**src/rtl/ahb_arbiter_pkg.sv**
```systemverilog
// rtl/ahb_arbiter_pkg.sv - shared types and constants for the AHB round-robin arbiter
package ahb_pkg;

  typedef enum logic [1:0] {
    ST_IDLE     = 2'd0,
    ST_OWNED    = 2'd1,
    ST_HANDOVER = 2'd2
  } arb_state_e;

  localparam int AHB_SEL_W   = 4;
  localparam int AHB_BURST_W = 3;

  // Index width for n requesters; never narrower than one bit.
  function automatic int idx_width(input int n);
    return (n <= 2) ? 1 : $clog2(n);
  endfunction

endpackage

```
**src/rtl/ahb_arbiter_if.sv**
```systemverilog
// rtl/ahb_arbiter_if.sv - master-side request/bus bundle and shared slave-side bus
interface ahb_arbiter_if
  import ahb_pkg::*;
#(
  parameter int NUM_MASTERS = 4,
  parameter int ADDR_W      = 32,
  parameter int DATA_W      = 32
);
  localparam int IDX_W = idx_width(NUM_MASTERS);

  logic [NUM_MASTERS-1:0]             hreq;
  logic [NUM_MASTERS*ADDR_W-1:0]      m_haddr;
  logic [NUM_MASTERS-1:0]             m_hwrite;
  logic [NUM_MASTERS*DATA_W-1:0]      m_hwdata;
  logic [NUM_MASTERS*AHB_SEL_W-1:0]   m_sel;
  logic [NUM_MASTERS-1:0]             m_hready;
  logic [NUM_MASTERS*AHB_BURST_W-1:0] m_hburst;

  logic [NUM_MASTERS-1:0]             hgrant;
  logic [IDX_W-1:0]                   hmaster;
  logic [ADDR_W-1:0]                  haddr;
  logic                               hwrite;
  logic [DATA_W-1:0]                  hwdata;
  logic [AHB_SEL_W-1:0]               sel;
  logic                               hready;
  logic [AHB_BURST_W-1:0]             hburst;
  logic                               bus_busy;
  logic                               hold_timeout;

  modport master (
    output hreq, m_haddr, m_hwrite, m_hwdata, m_sel, m_hready, m_hburst,
    input  hgrant, hmaster, haddr, hwrite, hwdata, sel, hready, hburst,
    input  bus_busy, hold_timeout
  );

  modport slave (
    input  hreq, m_haddr, m_hwrite, m_hwdata, m_sel, m_hready, m_hburst,
    output hgrant, hmaster, haddr, hwrite, hwdata, sel, hready, hburst,
    output bus_busy, hold_timeout
  );

endinterface

```
**src/rtl/ahb_arbiter_rr_picker.sv**
```systemverilog
// rtl/ahb_arbiter_rr_picker.sv - first set request at or above ptr, wrapping modulo N
module ahb_rr_picker
  import ahb_pkg::*;
#(
  parameter int N     = 4,
  parameter int IDX_W = idx_width(N)
) (
  input  logic [N-1:0]     req,
  input  logic [IDX_W-1:0] ptr,
  output logic             valid,
  output logic [IDX_W-1:0] idx
);

  int               j;
  logic [IDX_W-1:0] cand;

  // Walk offsets from farthest to nearest so the nearest hit is written last.
  always_comb begin
    valid = 1'b0;
    idx   = '0;
    j     = 0;
    cand  = '0;
    for (int i = N - 1; i >= 0; i--) begin
      j = int'(ptr) + i;
      if (j >= N) j = j - N;
      cand = IDX_W'(j);
      if (req[cand]) begin
        valid = 1'b1;
        idx   = cand;
      end
    end
  end

endmodule

```
**src/rtl/ahb_arbiter.sv**
```systemverilog
// rtl/ahb_arbiter.sv - non-preemptive round-robin arbiter and shared-bus mux for up to 8 masters
module ahb_arbiter
  import ahb_pkg::*;
#(
  parameter int NUM_MASTERS = 4,
  parameter int ADDR_W      = 32,
  parameter int DATA_W      = 32,
  parameter int MAX_HOLD    = 16
) (
  input logic          hclk,
  input logic          hresetn,
  ahb_arbiter_if.slave bus
);

  localparam int IDX_W = idx_width(NUM_MASTERS);
  localparam int CNT_W = $clog2(MAX_HOLD + 1);

  arb_state_e             state_q, state_d;
  logic [NUM_MASTERS-1:0] hgrant_q, hgrant_d;
  logic [IDX_W-1:0]       hmaster_q, hmaster_d;
  logic [IDX_W-1:0]       rr_ptr_q, rr_ptr_d;
  logic [CNT_W-1:0]       cnt_q, cnt_d;
  logic                   timeout_q, timeout_d;

  logic                   pick_valid;
  logic [IDX_W-1:0]       pick_idx;

  ahb_rr_picker #(
    .N     (NUM_MASTERS),
    .IDX_W (IDX_W)
  ) u_picker (
    .req   (bus.hreq),
    .ptr   (rr_ptr_q),
    .valid (pick_valid),
    .idx   (pick_idx)
  );

  always_ff @(posedge hclk or negedge hresetn) begin
    if (!hresetn) begin
      state_q   <= ST_IDLE;
      hgrant_q  <= '0;
      hmaster_q <= '0;
      rr_ptr_q  <= '0;
      cnt_q     <= '0;
      timeout_q <= 1'b0;
    end else begin
      state_q   <= state_d;
      hgrant_q  <= hgrant_d;
      hmaster_q <= hmaster_d;
      rr_ptr_q  <= rr_ptr_d;
      cnt_q     <= cnt_d;
      timeout_q <= timeout_d;
    end
  end

  always_comb begin
    state_d   = state_q;
    hgrant_d  = hgrant_q;
    hmaster_d = hmaster_q;
    rr_ptr_d  = rr_ptr_q;
    cnt_d     = cnt_q;
    timeout_d = timeout_q;
    case (state_q)
      ST_OWNED: begin
        if (!bus.hreq[hmaster_q]) begin
          state_d  = ST_HANDOVER;
          hgrant_d = '0;
        end else begin
          if (cnt_q != CNT_W'(MAX_HOLD)) cnt_d = cnt_q + 1'b1;
          // Only a long hold that actually starves someone is flagged.
          if (cnt_d == CNT_W'(MAX_HOLD) && |(bus.hreq & ~hgrant_q)) timeout_d = 1'b1;
        end
      end
      default: begin
        if (pick_valid) begin
          state_d   = ST_OWNED;
          hgrant_d  = NUM_MASTERS'(1) << pick_idx;
          hmaster_d = pick_idx;
          rr_ptr_d  = (pick_idx == IDX_W'(NUM_MASTERS - 1)) ? '0 : pick_idx + 1'b1;
          cnt_d     = '0;
        end else begin
          state_d  = ST_IDLE;
          hgrant_d = '0;
        end
      end
    endcase
  end

  // Outside OWNED the bus is forced idle so a waiting master cannot leak onto it.
  always_comb begin
    bus.bus_busy = 1'b0;
    bus.haddr    = '0;
    bus.hwrite   = 1'b0;
    bus.hwdata   = '0;
    bus.sel      = '0;
    bus.hready   = 1'b0;
    bus.hburst   = '0;
    if (state_q == ST_OWNED) begin
      bus.bus_busy = 1'b1;
      bus.haddr    = bus.m_haddr[int'(hmaster_q)*ADDR_W +: ADDR_W];
      bus.hwrite   = bus.m_hwrite[hmaster_q];
      bus.hwdata   = bus.m_hwdata[int'(hmaster_q)*DATA_W +: DATA_W];
      bus.sel      = bus.m_sel[int'(hmaster_q)*AHB_SEL_W +: AHB_SEL_W];
      bus.hready   = bus.m_hready[hmaster_q];
      bus.hburst   = bus.m_hburst[int'(hmaster_q)*AHB_BURST_W +: AHB_BURST_W];
    end
  end

  assign bus.hgrant       = hgrant_q;
  assign bus.hmaster      = hmaster_q;
  assign bus.hold_timeout = timeout_q;

endmodule
```
**src/flat_wrapper.sv**
```systemverilog
// flat-port wrapper written by rule: the top's interface ports become plain ports
module ahb_arbiter_flat import ahb_pkg::*;
#(
  parameter int NUM_MASTERS = 4,
  parameter int ADDR_W      = 32,
  parameter int DATA_W      = 32,
  parameter int MAX_HOLD    = 16
)
  (hclk, hresetn, bus_hreq, bus_m_haddr, bus_m_hwrite, bus_m_hwdata, bus_m_sel, bus_m_hready, bus_m_hburst, bus_hgrant, bus_hmaster, bus_haddr, bus_hwrite, bus_hwdata, bus_sel, bus_hready, bus_hburst, bus_bus_busy, bus_hold_timeout);
  ahb_arbiter_if #(.NUM_MASTERS(NUM_MASTERS), .ADDR_W(ADDR_W), .DATA_W(DATA_W)) bus_i ();
  input logic hclk;
  input logic hresetn;
  input wire logic [$bits(bus_i.hreq)-1:0] bus_hreq;
  input wire logic [$bits(bus_i.m_haddr)-1:0] bus_m_haddr;
  input wire logic [$bits(bus_i.m_hwrite)-1:0] bus_m_hwrite;
  input wire logic [$bits(bus_i.m_hwdata)-1:0] bus_m_hwdata;
  input wire logic [$bits(bus_i.m_sel)-1:0] bus_m_sel;
  input wire logic [$bits(bus_i.m_hready)-1:0] bus_m_hready;
  input wire logic [$bits(bus_i.m_hburst)-1:0] bus_m_hburst;
  output wire logic [$bits(bus_i.hgrant)-1:0] bus_hgrant;
  output wire logic [$bits(bus_i.hmaster)-1:0] bus_hmaster;
  output wire logic [$bits(bus_i.haddr)-1:0] bus_haddr;
  output wire logic [$bits(bus_i.hwrite)-1:0] bus_hwrite;
  output wire logic [$bits(bus_i.hwdata)-1:0] bus_hwdata;
  output wire logic [$bits(bus_i.sel)-1:0] bus_sel;
  output wire logic [$bits(bus_i.hready)-1:0] bus_hready;
  output wire logic [$bits(bus_i.hburst)-1:0] bus_hburst;
  output wire logic [$bits(bus_i.bus_busy)-1:0] bus_bus_busy;
  output wire logic [$bits(bus_i.hold_timeout)-1:0] bus_hold_timeout;
  assign bus_i.hreq = bus_hreq;
  assign bus_i.m_haddr = bus_m_haddr;
  assign bus_i.m_hwrite = bus_m_hwrite;
  assign bus_i.m_hwdata = bus_m_hwdata;
  assign bus_i.m_sel = bus_m_sel;
  assign bus_i.m_hready = bus_m_hready;
  assign bus_i.m_hburst = bus_m_hburst;
  assign bus_hgrant = bus_i.hgrant;
  assign bus_hmaster = bus_i.hmaster;
  assign bus_haddr = bus_i.haddr;
  assign bus_hwrite = bus_i.hwrite;
  assign bus_hwdata = bus_i.hwdata;
  assign bus_sel = bus_i.sel;
  assign bus_hready = bus_i.hready;
  assign bus_hburst = bus_i.hburst;
  assign bus_bus_busy = bus_i.bus_busy;
  assign bus_hold_timeout = bus_i.hold_timeout;
  ahb_arbiter #(.NUM_MASTERS(NUM_MASTERS), .ADDR_W(ADDR_W), .DATA_W(DATA_W), .MAX_HOLD(MAX_HOLD)) u_core (.hclk(hclk), .hresetn(hresetn), .bus(bus_i));
endmodule
```
**config.mk**
```make
export PLATFORM = sky130hd
export DESIGN_NAME = ahb_arbiter_flat
export DESIGN_NICKNAME = d
export VERILOG_FILES = /design/src/rtl/ahb_arbiter_pkg.sv /design/src/rtl/ahb_arbiter_if.sv /design/src/rtl/ahb_arbiter_rr_picker.sv /design/src/rtl/ahb_arbiter.sv /design/src/flat_wrapper.sv
export SDC_FILE = /design/constraint.sdc
export NUM_CORES = 1
export LEC_CHECK = 0
export CAP_MARGIN = 20
export CORE_AREA = 2 2 146 148
export CTS_BUF_LIST = sky130_fd_sc_hd__clkbuf_2
export DETAILED_ROUTE_END_ITERATION = 8
export DIE_AREA = 0 0 148 150
export GPL_TIMING_DRIVEN = 0
export HOLD_SLACK_MARGIN = 0.12
export SETUP_SLACK_MARGIN = 0.1
export SLEW_MARGIN = 20
export SYNTH_ARGS = -nofsm -noshare
export SYNTH_HDL_FRONTEND = slang
export SYNTH_SLANG_ARGS = --single-unit
```
**constraint.sdc**
```tcl
create_clock -name hclk -period 2.82 [get_ports hclk]
set_clock_uncertainty 0.05 [all_clocks]
set_input_delay 0.705 -clock hclk [delete_from_list [all_inputs] [get_ports hclk]]
set_output_delay 0.705 -clock hclk [all_outputs]
set_load 0.02 [all_outputs]
```
==> Word level (Yosys, flattened, before mapping) <==
Index checks and enable logic that the tools add are counted.
{ "op_classes": {"addsub": 9, "mul": 1, "n_lt_le_gt_ge": 9, "eq_ne": 6, "shift": 5, "muxes": 46, "bitwise": 3, "n_reduce_logical": 6} }
{ "ops": {"columns": ["op", "count"], "rows": [
  ["$shiftx 128x8->32", 2],
  ["$mux 32", 2],
  ["$shiftx 12x32->3", 1],
  ["$mux 5", 6],
  ["$mux 2", 11],
  ["$mux 4", 4],
  ["$shiftx 16x5->4", 1],
  ["$lt 2x3->1 const B", 5],
  ["$mux 1", 15],
  ["$bmux 1 s2", 7],
  ["$ge 3x3->1 const B", 3],
  ["$sub 2x1->2 const B", 4],
  ["$add 2x2->3 const B", 2],
  ["$add 5x1->5 const B", 1],
  ["$eq 5x5->1 const B", 1],
  ["$ne 5x5->1 const B", 1],
  ["$and 4x4->4", 1],
  ["$mul 2x2->4 const B", 1],
  ["$not 4->4", 1],
  ["$reduce_and 2->1", 2],
  ["$reduce_or 4->1", 1],
  ["$shl 1x2->4 const A", 1],
  ["$add 2x1->3 const B", 1],
  ["$ge 2x3->1 const B", 1],
  ["10 further kinds", 10]
]} }
{ "totals": {"regBits": 16, "input_bits": 298, "out_inout_bits": 81, "elab_cells": 91} }

==> Logic depth before layout (Yosys ltp) <==
{ "logic_depth": {"ltp_word": 12, "mapped_depth": 7, "mapped_depth_nobuf": 7} }

==> Modules after synthesis <==
From an unflattened synthesis, not the netlist that was laid out.
{ "unflattened": {"hier_cells": 264, "area_unflattened_um2": 3171.8} }
{ "modules_own_cells": {"columns": ["module", "n_inst", "cells_each", "area_each_um2", "seq_area_each_um2"], "rows": [
  ["ahb_arbiter", 1, 251, 3094.2, 400.4],
  ["ahb_rr_picker", 1, 13, 77.6, 0.0]
]} }

==> Least setup slack after synthesis <==
OpenSTA, ideal clock, no wires.
{ "synth_timing": {"path_type": "register to output", "startpoint": "reg u_core.hmaster_q[0] (netlist: u_core.bus.hmaster[0])", "endpoint": "out bus_haddr[0]", "arrival_ns": 1.722, "required_ns": 2.065, "setup_slack_ns": 0.343, "path_stages_with_launch": 5, "n_path_buf": 2, "path_cell_list": "dfrtp_1 > buf_2 > buf_4 > mux4_2 > and2_1"} }
{ "synth_via": {"elab_chain_len": 2} }
{ "synth_lines": {"columns": ["element", "line", "rtl"], "rows": [
  ["start, declared", "ahb_arbiter.sv:20", "logic [IDX_W-1:0] hmaster_q, hmaster_d;"],
  ["start signal, assigned", "ahb_arbiter.sv:49", "hmaster_q <= hmaster_d;"],
  ["$shiftx 128x8->32", "ahb_arbiter.sv:100", "bus.haddr = bus.m_haddr[int'(hmaster_q)*ADDR_W +: ADDR_W];"],
  ["$mux 32", "ahb_arbiter.sv:98", "if (state_q == ST_OWNED) begin"],
  ["end, declared", "flat_wrapper.sv:22", "output wire logic [$bits(bus_i.haddr)-1:0] bus_haddr;"]
]} }
Every way passes these cells.

==> Worst setup path after layout <==
{ "layout_timing": {"startpoint": "in bus_m_haddr[40]", "endpoint": "out bus_haddr[8]"} }
{ "layout_via": {"elab_chain_len": 2} }
{ "layout_lines": {"columns": ["element", "line", "rtl"], "rows": [
  ["start, declared", "flat_wrapper.sv:14", "input wire logic [$bits(bus_i.m_haddr)-1:0] bus_m_haddr;"],
  ["$shiftx 128x8->32", "ahb_arbiter.sv:100", null],
  ["$mux 32", "ahb_arbiter.sv:98", null]
]} }
Every way passes these cells.

==> qor.csv <==
metric,value,unit
post-route-min-period,2780,ps
nNetsFinal,961,
holdCritPathClass,flop to flop,
num_vias,3936,
track_usage,14.4,%
worstMarginPinSlew,724,ps
core,0.0207,mm2
maxSlewViolCount,0,
gp_congestion,0.763,
syn_nets,566,
power,5.62,mW
cp_cell_sequence,"clkdlybuf4s50_1, mux4_2, and2_1, clkdlybuf4s15_2",
yosys_warnings,0,
crit_family,buffers and inverters,
p_int,3.01,mW
swShare,46.4,%
ant_nets,0,
seq_area_frac_synth,12.8,%
wl_per_cell,18.6,um
status,completed,
clk_latency,310,ps
min_path_cells,1,
reg2reg_from,u_core.bus.hmaster[0],
holdPathEnd,u_core.bus.hold_timeout,
firstDrtPassIters,4,
path_class,primary input to output pin,
hold_violations,0,
crit_required,2070,ps
layout_commonest_cell,clkdlybuf4s50_1,
reg2reg_depth,6,
p_sw,2.61,mW
grt_max_degree,17,
ios,379,
final_cell_mix,"clkdlybuf4s50_1 (300), mux4_2 (74), and2_1 (70)",
grt_pass1_wl,24.8,mm
synth_ff_type,dfrtp_1,
drc,0,
area_growth,132,%
ff_latch_area,403,um2
slowest_stage,mux4_2,
p_seq_share,7.0,%
start_kind,primary input,
max-cap-violations,0,
chipHeight,150,um
drt_iter0_markers,98,
met2_usage,24.8,%
rsz0062_at_grt,true,
fmax,0.359,GHz
avgViaCountPerCell,4.22,
clkTransAtPathRegs,170,ps
use_met3,4.42,%
clockPowerShare,2.0,%
path_buf_inv,2,
die-area,0.0222,mm2
grt_pass1_vias,4117,
top_usage_layer,met2,
max_stage_delay,480,ps
peakVddDrop,0.430,mV
fp.dieW,148,um
synth-edff-count,0,
cts_buffer_depth,2,
cts.sinks,16,
grt_overflow,0,
fin_crit_sh,98.7,%
rows,53,
power.share.combinational,90.9,%
cp_data_arrival_time,2030,ps
antenna_found_initial,3,
portBuffers,378,
netlist_area,0.00313,mm2
num-fill-cells,2095,
regToRegSetupSlack,890,ps
ys_ff_latch,16,
max_slew_margin,51.6,%
start_util,15.1,%
hold_slack,495,ps
worstSetupEndpointType,output pin,
async_flop_share,100,%
path_max_fanout,1,
use_met1,18.2,%
multi_input_area,0.00258,mm2
synth.distinct_cells,34,
cts-root-buf,clkbuf_2,
power_density,774,mW/mm2
layout-drive-gt1-share,30.2,%
rr_endpoint,u_core.cnt_q[0],
p_leak,2.88,nW
hpwl,14.8,mm
syn_inst,262,
holdCritStartpoint,u_core.bus.hold_timeout,
htree_num_levels,1,
hold_buffers,0,
cts_buffers,3,
cts_tree,built,
finalSetupViolCount,0,
avgSynthCellArea,11.9,um2
finalWirelength,17.3,mm
-- timing repair --
item / CTS / global route
gates resized for setup: 374 / 5
pin swaps: 2 / 0
gates cloned: 0 / 1
endpoints found under the setup margin: 74 / 69
buffers inserted: 8 / 3
-- worst max-delay path by stage --
| stage | from | to | slack (ps) | cells after the start |
|---|---|---|---|---|
| 4_1_cts | u_core.bus.hmaster[0] | bus_haddr[8] | 40 | 5 |
| 5_1_grt | u_core.bus.hmaster[0] | bus_haddr[8] | 10 | 5 |
| 6_report | bus_m_haddr[40] | bus_haddr[8] | 40 | 4 |
| 3_3_place_gp | u_core.state_q[1] | bus_haddr[14] | -460 | 6 |
| 3_5_place_dp | u_core.state_q[1] | bus_haddr[14] | -510 | 6 |
| 2_1_floorplan | u_core.bus.hmaster[0] | bus_haddr[0] | 340 | 4 |
-- stage by stage --
stage               setup TNS, ps  utilization [%]  std cells  setup WS [ps]  area [um2]
floorplan                       0                -        262            343        3130
global placement           -26880             35.1        915           -460        7260
detailed placement         -30710             35.1        915           -514        7260
CTS                             0             34.8        927           37.5        7210
global route                    0             35.1        932           11.3        7260
finish                          0             35.1        933           36.9        7260
-- cell families (layout without fill, tap and decap cells) --
kind of cell | count (synthesis) | count (layout) | share of synthesized area [%]
AOI/OAI and AO/OA | 24 | 24 | 5.08
xor gates and xnor gates | 4 | 4 | 1.12
adders and majority gates | 6 | 6 | 2.40
buffers and inverters | 35 | 429 | 5.08
DFF | 16 | 16 | 12.8
muxes | 77 | 77 | 54.3
other | 0 | 2 | 0
and+or+nand+nor | 100 | 100 | 19.3
-- state kept, by name, indices dropped and copies added (netlist names) --
| signal | flops |
|---|---|
| u_core.state_q | 2 |
| u_core.cnt_q | 5 |
| u_core.bus.hmaster | 2 |
| u_core.bus.hgrant | 4 |
| u_core.bus.hold_timeout | 1 |
| u_core.rr_ptr_q | 2 |
-- synth_stat cells, types with 2 or more instances --
cell / number / area, um2
dfrtp_1: 16 / 400
ha_1: 6 / 75.1
mux2i_1: 2 / 20.0
o21ai_0: 9 / 45.0
a21oi_1: 3 / 15.0
buf_1: 6 / 22.5
and2_1: 73 / 457
buf_2: 4 / 20.0
nand2_1: 10 / 37.5
and2_4: 2 / 17.5
inv_1: 10 / 37.5
buf_4: 6 / 45.0
clkbuf_1: 9 / 33.8
a22o_1: 4 / 35.0
mux4_2: 74 / 1670
xor2_1: 4 / 35.0
nand3_1: 6 / 30.0
nor2_1: 2 / 7.51
-- power groups by stage --
stage / registers [mW] / logic, mW / clock network (mW)
final: 0.396 / 5.11 / 0.113
after global routing: 0.411 / 5.52 / 0.128
after CTS: 0.396 / 5.12 / 0.116
after detailed placement: 0.400 / 5.21 / 0
after global placement: 0.403 / 5.20 / 0
after floorplan: 0.422 / 2.97 / 0
-- routing by layer --
layer,vias to the layer above,part of all wire [%],routed length (um)
li1,1822,-,-
met1,1904,39,6730
met2,196,50,8670
met3,12,10,1730
met4,2,1.1,198
met5,-,0.075,13
-- cell type report --
type,count,share of cell area [%]
repair buffers,390,49.6
multi-input cells,211,35.5
flip-flops and latches,16,5.55
well taps,275,4.74
plain buffers,25,3.79
inverters,10,0.517
clock buffers,3,0.207
diodes,2,0.0689
clock inverters,1,0.0517
Power figures use the tool's default switching activity.
